==> src/rtl/top_interface.sv <==
// Operand-capture front end: loads operand A, operand B and opcode from a strobed
// byte stream, and pulses o_valid once for each completed triplet.
//
// state | meaning
// ST_A  | waiting for the operand A byte
// ST_B  | waiting for the operand B byte
// ST_OP | waiting for the opcode byte; this capture completes the triplet
module top_interface #(
  parameter int NB_DATA = 8
) (
  input  logic               clock,
  input  logic               reset,
  input  logic [NB_DATA-1:0] din,
  input  logic               wr,
  output logic [NB_DATA-1:0] o_a,
  output logic [NB_DATA-1:0] o_b,
  output logic [NB_DATA-1:0] o_op,
  output logic               o_valid
);

  typedef enum logic [1:0] {ST_A, ST_B, ST_OP} state_t;

  state_t             state_q, state_d;
  logic               wr_q;
  logic [NB_DATA-1:0] a_q, a_d;
  logic [NB_DATA-1:0] b_q, b_d;
  logic [NB_DATA-1:0] op_q, op_d;
  logic               valid_q, valid_d;
  logic               accept;

  // A level-held strobe yields exactly one accept, on its rising edge.
  assign accept = wr & ~wr_q;

  always_comb begin
    state_d = state_q;
    a_d     = a_q;
    b_d     = b_q;
    op_d    = op_q;
    valid_d = 1'b0;
    if (accept) begin
      case (state_q)
        ST_A: begin
          a_d     = din;
          state_d = ST_B;
        end
        ST_B: begin
          b_d     = din;
          state_d = ST_OP;
        end
        ST_OP: begin
          op_d    = din;
          valid_d = 1'b1;
          state_d = ST_A;
        end
        default: state_d = ST_A;
      endcase
    end
  end

  always_ff @(posedge clock) begin
    if (reset) begin
      state_q <= ST_A;
      wr_q    <= 1'b0;
      a_q     <= '0;
      b_q     <= '0;
      op_q    <= '0;
      valid_q <= 1'b0;
    end else begin
      state_q <= state_d;
      wr_q    <= wr;
      a_q     <= a_d;
      b_q     <= b_d;
      op_q    <= op_d;
      valid_q <= valid_d;
    end
  end

  assign o_a     = a_q;
  assign o_b     = b_q;
  assign o_op    = op_q;
  assign o_valid = valid_q;

endmodule

==> config.mk <==
export PLATFORM = sky130hd
export DESIGN_NAME = top_interface
export DESIGN_NICKNAME = d
export VERILOG_FILES = /design/src/rtl/top_interface.sv
export SDC_FILE = /design/constraint.sdc
export NUM_CORES = 1
export LEC_CHECK = 0
export CELL_PAD_IN_SITES_DETAIL_PLACEMENT = 2
export CELL_PAD_IN_SITES_GLOBAL_PLACEMENT = 2
export CORE_MARGIN = 4
export CORE_UTILIZATION = 25
export CTS_BUF_LIST = sky130_fd_sc_hd__clkbuf_2 sky130_fd_sc_hd__clkbuf_4 sky130_fd_sc_hd__clkbuf_8
export CTS_CLUSTER_SIZE = 30
export DETAILED_ROUTE_END_ITERATION = 12
export PLACE_DENSITY_LB_ADDON = 0.1
export SETUP_SLACK_MARGIN = 0.15
export SYNTH_ARGS = -nofsm -noshare
export SYNTH_HDL_FRONTEND = slang
export SYNTH_SLANG_ARGS = --single-unit
==> constraint.sdc <==
create_clock -name clock -period 1.7 [get_ports clock]
set_clock_uncertainty 0.15 [all_clocks]
set_input_delay 0.34 -clock clock [delete_from_list [all_inputs] [get_ports clock]]
set_output_delay 0.34 -clock clock [all_outputs]
set_load 0.005 [all_outputs]
==> Implementation_results.wiki, run 1 <==
{| class="wikitable"
! Metric !! Value
|-
| Die ar. || approximately 5100 um^2
|-
| FF/Latch Area || around 590 um^2
|-
| Count of buffers from port buffering || 35
|-
| Number of warnings printed during yosys synthesis || 0
|-
| Standard-cell row count || 22
|-
| Setup repair after global routing missed its margin || no
|-
| Worst EP arrival || 1440 ps
|-
| Reg-to-reg startpoint || state_q[0]
|-
| Kind of end point of the critical path || register
|-
| Setup Crit Path Kind || reg2reg
|-
| Share of final-layout standard cells stronger than drive strength 1 || 0.233
|-
| Number of enable flip-flop cells after synthesis || 0
|-
| Bufs on Longest Clock Path || 2
|-
| Vias in the first global route || approximately 1100
|-
| Top FF cell, synth || sky130_fd_sc_hd__dfxtp_1
|-
| Run status || finished clean
|-
| Count of nets after finishing || between 150 and 200
|-
| Share of flip-flops with an asynchronous set or reset after synthesis || 0
|-
| Number of antenna violations at the first check in global routing || 0
|-
| Antenna Cells || 0
|-
| Slew HR || 0.816
|-
| Peak supply drop || approximately 0.00034 V
|-
| Clock period minus worst slack || between 1000 and 1500 ps
|-
| Post-synthesis cell count || 121
|-
| Slew at the pin closest to its max-slew limit || about 280 ps
|-
| Multi-input gate area in the final layout || 420 um^2
|-
| Switching Power || approximately 300 uW
|-
| Maximum number of pins on one net before global-route repair || 29
|-
| Number of slew-limit violations in the final report || 0
|-
| WP data required || approximately 1700 ps
|-
| Delay of the slowest cell on the worst path || about 600 ps
|-
| Type of element launching the critical path || register
|-
| Global-route wire length before repair || between 5 and 6 mm
|-
| FILL cells || roughly 450
|-
| Post-synthesis sequential element count || 28
|-
| TritonCTS Sinks || 28
|-
| Kind of path behind the tightest hold check || reg2reg
|-
| Average footprint of a synthesized cell || about 8.3 um^2
|-
| Biggest area consumer among synthesized cells || sky130_fd_sc_hd__dfxtp_1
|-
| Setup violators final || 0
|-
| Routed WL || roughly 3.2 mm
|-
| Standby leakage power || 0.667 nW
|-
| Hold path startpoint || o_op[7]
|-
| Maximum operating frequency || roughly 0.70 GHz
|-
| Share of total power in combinational logic || 0.122
|-
| Clk_lat worst skew || around 270 ps
|-
| Proportion of synthesized chip area in sequential cells || 0.557
|-
| Number of buffers inserted by hold repair at cts || 0
|-
| Starting utilization of the core area || 0.267
|-
| Clock edge transition at the registers on the reported setup and hold paths || ~90 ps
|-
| Number of endpoints with negative hold slack in the final report || 0
|-
| Routed wire length per instance || about 15 um
|-
| Netlist Area Pre-Place || 1010 um^2
|-
| Reported max-cap violation count || 0
|-
| Area of the core || between 3000 and 4000 um^2
|-
| Via-to-Cell Ratio || around 4.7
|-
| Total gr overflow || 0
|-
| Pre-Repair DR Iteration Count || 2
|-
| DRC viols || 0
|-
| Synthesized Nets || 132
|-
| Half-perimeter wire length after placement || approximately 2.4 mm
|-
| Final GP Congestion || between 0.7 and 0.8
|-
| Clock Power Share || 0.327
|-
| Cell-by-cell listing of the critical path || or4b_4 > nand2_1 > a21oi_1
|-
| Number of distinct library cell variants in the gate-level netlist after synthesis || 13
|-
| Inserted Clock Buffers || 3
|-
| Layout overhead on the synthesized area || 52.3%
|-
| Drt initial violations || a little over 40
|-
| Most common cell in the synthesized netlist || sky130_fd_sc_hd__nand2_1
|-
| Power per unit of standard cell area || roughly 830 nW/um^2
|-
| Worst hold slack || 307 ps
|-
| Area share of the largest cell type after synthesis || 0.557
|-
| Core utilization of the finished layout || 0.407
|-
| CP max stage cell || sky130_fd_sc_hd__or4b_4
|-
| Final critical-path share of the clock period || 0.838
|-
| Library cell used as clock root buffer || sky130_fd_sc_hd__clkbuf_8
|-
| Sequential power share || 0.551
|-
| Peak fanout along the critical path || 8
|-
| Ranking of synthesized cells by instance count || sky130_fd_sc_hd__nand2_1, sky130_fd_sc_hd__dfxtp_1, sky130_fd_sc_hd__a21oi_1, sky130_fd_sc_hd__clkbuf_1
|-
| I/O pin cnt || 36
|-
| Main area contributors after synthesis || sky130_fd_sc_hd__dfxtp_1, sky130_fd_sc_hd__nand2_1, sky130_fd_sc_hd__a21oi_1
|-
| Critical path launch point || state_q[0]
|-
| Internal Dissipation || around 1000 uW
|-
| Via total after detailed routing || about 1000
|-
| Final antenna-violating net count || 0
|-
| Total track usage || 0.135
|-
| Die span in x || 71.5 um
|-
| Die Span Y || 71.5 um
|-
| H-tree Lvls || 1
|-
| CTS tree || yes
|-
| Net switching share of the total power || 0.235
|}
routing by layer:
| layer | global-route usage | vias up | routed length (um) |
|---|---|---|---|
| li1 | - | 479 | - |
| met1 | 0.166 | 492 | 1380 |
| met2 | 0.234 | 21 | 1650 |
| met3 | 0.0224 | 4 | 147 |
| met4 | 0.0501 | 0 | 39 |
| met5 | 0 | - | 0 |
power groups by stage:
| stage | sequential, mW | clock [mW] | combinational [mW] |
|---|---|---|---|
| floorplan | 0.712 | 0 | 0.0598 |
| detailed placement | 0.713 | 0 | 0.169 |
| global placement | 0.711 | 0 | 0.166 |
| global route | 0.704 | 0.467 | 0.171 |
| finish | 0.699 | 0.416 | 0.155 |
| CTS | 0.700 | 0.428 | 0.159 |
registers in the layout, indices dropped and copies added, names as in the netlist:
signal	count
o_b	8
o_a	8
wr_q	1
state_q	2
o_valid	1
o_op	8
repair_timing:
action,in CTS,in global routing
endpoints found under the setup margin,41,0
gates resized for setup,48,0
setup buffers,0,0
stage by stage:
step,area (um^2),cells,setup TNS (ps),power [mW],worst slack [ps]
2_1_floorplan,1010,121,0,0.772,298
3_3_place_gp,1480,207,-3300,0.877,-217
3_5_place_dp,1480,207,-4100,0.882,-262
4_1_cts,1530,211,0,1.29,257
5_1_grt,1530,211,0,1.34,172
6_report,1530,211,0,1.27,275
cell families (layout without fill, tap and decap cells):
logic type             after synthesis  after routing  share of synthesized area
and+or+nand+nor                     59             59                      0.281
DFF                                 28             28                      0.557
AOI/OAI and AO/OA                   26             26                      0.129
buffers and inverters                8             50                     0.0335
cells in the final DEF, fill, tap and decap left out, types with 2 or more instances in the layout:
master                            count
sky130_fd_sc_hd__clkdlybuf4s50_1      9
sky130_fd_sc_hd__dfxtp_2             20
sky130_fd_sc_hd__nand2_1             48
sky130_fd_sc_hd__dlygate4sd2_1       26
sky130_fd_sc_hd__buf_4               10
sky130_fd_sc_hd__nand4bb_1            2
sky130_fd_sc_hd__clkbuf_8             4
sky130_fd_sc_hd__nor2_1               3
sky130_fd_sc_hd__dfxtp_1              8
sky130_fd_sc_hd__a21oi_1             25
layout make-up:
| type | count | area share |
|---|---|---|
| tap | 48 | 0.0392 |
| multi-input combinational | 85 | 0.274 |
| timing repair buffer | 46 | 0.269 |
| sequential | 28 | 0.382 |
| clock buffer | 4 | 0.0359 |
worst max-delay path, delay by kind of cell (launching register included):
family / cells / cell delay [ps]
compound gates: 1 / 60
flops: 1 / 400
simple gates: 2 / 710
final timing paths:
check | endpoint | slack (ps) | cells after the start
worst max-delay path | o_a[6] | 280 | 3
worst min-delay path | o_op[7] | 310 | 2
worst max register to register | o_a[6] | 280 | 3
worst min register to register | o_op[7] | 310 | 2
Note: power is estimated with default switching activity, not from simulation.
==> run 2: changes to the inputs <==
- clock period: 1.7 -> 1.4 ns (I/O delays scaled with it)
==> run 2 against run 1 <==
First-iteration DRC count decreased by 24%. Flip-flop and latch count unchanged. Largest cell class unchanged. Die area unchanged. Fmax increased by 3.4%. Wire length increased by 5.0%. Worst hold slack got worse by 28 ps. Critical path depth increased by 2. Global-route usage increased by 0.24 points. Cell count increased by 3.8%. Utilization increased by 2.5 points. Count of clock-buffer cells in the layout decreased by 1.
==> Implementation_results.wiki, run 2 (synthesis results as in run 1) <==
{| class="wikitable"
! Metric !! Value
|-
| Run status || finished clean
|-
| Power per unit of standard cell area || 939 nW/um^2 (+13%)
|-
| Library cell used as clock root buffer || sky130_fd_sc_hd__clkbuf_8
|-
| WP data required || 1450 ps (-270 ps)
|-
| Setup violators final || 0 (unchanged)
|-
| Number of buffers inserted by hold repair at cts || 0 (unchanged)
|-
| Clock edge transition at the registers on the reported setup and hold paths || 90 ps (about the same)
|-
| Half-perimeter wire length after placement || 2.36 mm (-2.1%)
|-
| Peak fanout along the critical path || 8 (unchanged)
|-
| Routed wire length per instance || 15.4 um (+1.2%)
|-
| Total track usage || 0.137 (+0.00244)
|-
| I/O pin cnt || 36 (unchanged)
|-
| Clk_lat worst skew || 270 ps (about the same)
|-
| Number of antenna violations at the first check in global routing || 0 (unchanged)
|-
| Area of the core || 3770 um^2 (unchanged)
|-
| Kind of end point of the critical path || register
|-
| H-tree Lvls || 1 (unchanged)
|-
| Switching Power || 372 uW (+25%)
|-
| Filler-free cell count of the finished design || 219 (+3.8%)
|-
| DRC viols || 0 (unchanged)
|-
| Via-to-Cell Ratio || 4.64 (-1.7%)
|-
| Core utilization of the finished layout || 0.431 (+0.0246)
|-
| Number of buffers and inverters on the critical path || 2 (+2)
|-
| Post-placement cell area || 1500 um^2 (+1.2%)
|-
| Starting utilization of the core area || 0.267 (unchanged)
|-
| Sequential power share || 0.554 (+0.003)
|-
| Die ar. || 5110 um^2 (unchanged)
|-
| CTS tree || yes
|-
| Drt initial violations || 31 (-24%)
|-
| Die Span Y || 71.5 um (unchanged)
|-
| Peak supply drop || 0.000360 V (+6.6%)
|-
| Vias in the first global route || 1055 (-3.2%)
|-
| Maximum number of pins on one net before global-route repair || 29 (unchanged)
|-
| Layout overhead on the synthesized area || 61.5%
|-
| Standby leakage power || 0.670 nW (+0.49%)
|-
| Via total after detailed routing || 1016 (+2.0%)
|-
| Clock period minus worst slack || 1380 ps (-46.6 ps)
|-
| Maximum operating frequency || 0.726 GHz (+3.4%)
|-
| Inserted Clock Buffers || 3 (unchanged)
|-
| Standard-cell row count || 22 (unchanged)
|-
| Slew at the pin closest to its max-slew limit || 262 ps (-13.3 ps)
|-
| Number of slew-limit violations in the final report || 0 (unchanged)
|-
| Bufs on Longest Clock Path || 2 (unchanged)
|-
| Type of element launching the critical path || register
|-
| Share of final-layout standard cells stronger than drive strength 1 || 0.567 (+0.334)
|-
| Net switching share of the total power || 0.244 (+0.00855)
|-
| Count of nets after finishing || 184 (+5.1%)
|-
| Cell-by-cell listing of the critical path || buf_6 > nor4b_4 > buf_6 > nand2_1 > a21oi_1
|-
| Number of endpoints with negative hold slack in the final report || 0 (unchanged)
|-
| Delay of the slowest cell on the worst path || 330 ps (-270 ps)
|-
| Final GP Congestion || 0.819 (+9.2%)
|-
| Reported max-cap violation count || 0 (unchanged)
|-
| Setup Crit Path Kind || reg2reg
|-
| Die span in x || 71.5 um (unchanged)
|-
| Final critical-path share of the clock period || 0.984 (+0.146)
|-
| CP max stage cell || sky130_fd_sc_hd__dfxtp_2
|-
| Kind of path behind the tightest hold check || in2reg
|-
| Setup repair after global routing missed its margin || yes
|-
| TritonCTS Sinks || 28 (unchanged)
|-
| Cell Count Post-Placement || 209 (+0.97%)
|-
| Count of buffers from port buffering || 35 (unchanged)
|-
| Global-route wire length before repair || 5.41 mm (-0.77%)
|-
| Share of total power in combinational logic || 0.167 (+0.045)
|-
| Pre-Repair DR Iteration Count || 3 (+1)
|-
| Crit-path leading delay family || simple AND/OR/NAND/NOR gates
|-
| Leading cell types in the layout, fill and taps excluded || sky130_fd_sc_hd__nand2_1, sky130_fd_sc_hd__dfxtp_2, sky130_fd_sc_hd__a21oi_1
|-
| Total gr overflow || 0 (unchanged)
|-
| Most frequent standard cell in the layout excluding fill and tap cells || sky130_fd_sc_hd__nand2_1
|-
| Routed WL || 3.38 mm (+5.0%)
|-
| Fin area || 1630 um^2 (+6.0%)
|-
| Slew HR || 0.825 (+0.00836)
|-
| Final antenna-violating net count || 0 (unchanged)
|-
| Post-route total power || 1.53 mW (+20%)
|-
| Worst EP arrival || 1430 ps (about the same)
|-
| Internal Dissipation || 1.15 mW (+19%)
|-
| Antenna Cells || 0 (unchanged)
|-
| Clock Power Share || 0.279 (-0.048)
|-
| Most used cell, CP || sky130_fd_sc_hd__buf_6
|}
run 2: repair_timing:
action,in CTS,in global routing
setup buffers,5,2
resized for setup,120,30
pin swaps,10,6
endpoints found under the setup margin,51,44
run 2: stage by stage:
step / hold WS, ps / setup TNS (ps) / setup WS (ps)
final: 279 / 0 / 22.0
after global routing: 284 / -832 / -74.0
after CTS: 274 / 0 / 35.2
after detailed placement: 303 / -9950 / -487
after global placement: 292 / -8830 / -433
after floorplan: 258 / 0 / 14.1
run 2: area by class of cell:
cell class,count,area (um^2)
well taps,48,60.1
repair buffers,55,420
flip-flops and latches,28,598
multi-input cells,85,507
clock buffers,3,41.3
fillers,407,2140
run 2: power by group through the flow:
| stage | combinational [mW] | clock (mW) | sequential (mW) |
|---|---|---|---|
| after floorplan | 0.0742 | 0 | 0.866 |
| after global placement | 0.213 | 0 | 0.859 |
| after detailed placement | 0.217 | 0 | 0.860 |
| after CTS | 0.244 | 0.458 | 0.847 |
| after global routing | 0.280 | 0.484 | 0.851 |
| final | 0.255 | 0.426 | 0.845 |
run 2: final timing paths:
check / startpoint / slack [ps] / to / cells past startpoint
min: wr / 280 / wr_q / 2
max reg2reg: state_q[1] / 20 / o_a[5] / 5
max: state_q[1] / 20 / o_a[5] / 5
min reg2reg: o_op[0] / 300 / o_op[0] / 2
run 2: routing by layer:
metal,vias up,share of wire,GRT usage
met3,5,0.039,0.0238
met1,491,0.44,0.166
li1,500,-,-
met4,0,0.015,0.0501
met5,-,0,0
met2,20,0.50,0.242
run 2: worst register-to-register path, cell delays in order (launching register included):
cell and delay [ps]:
sky130_fd_sc_hd__dfxtp_2 330, sky130_fd_sc_hd__buf_6 120, sky130_fd_sc_hd__nor4b_4 320, sky130_fd_sc_hd__buf_6 190
sky130_fd_sc_hd__nand2_1 70, sky130_fd_sc_hd__a21oi_1 120
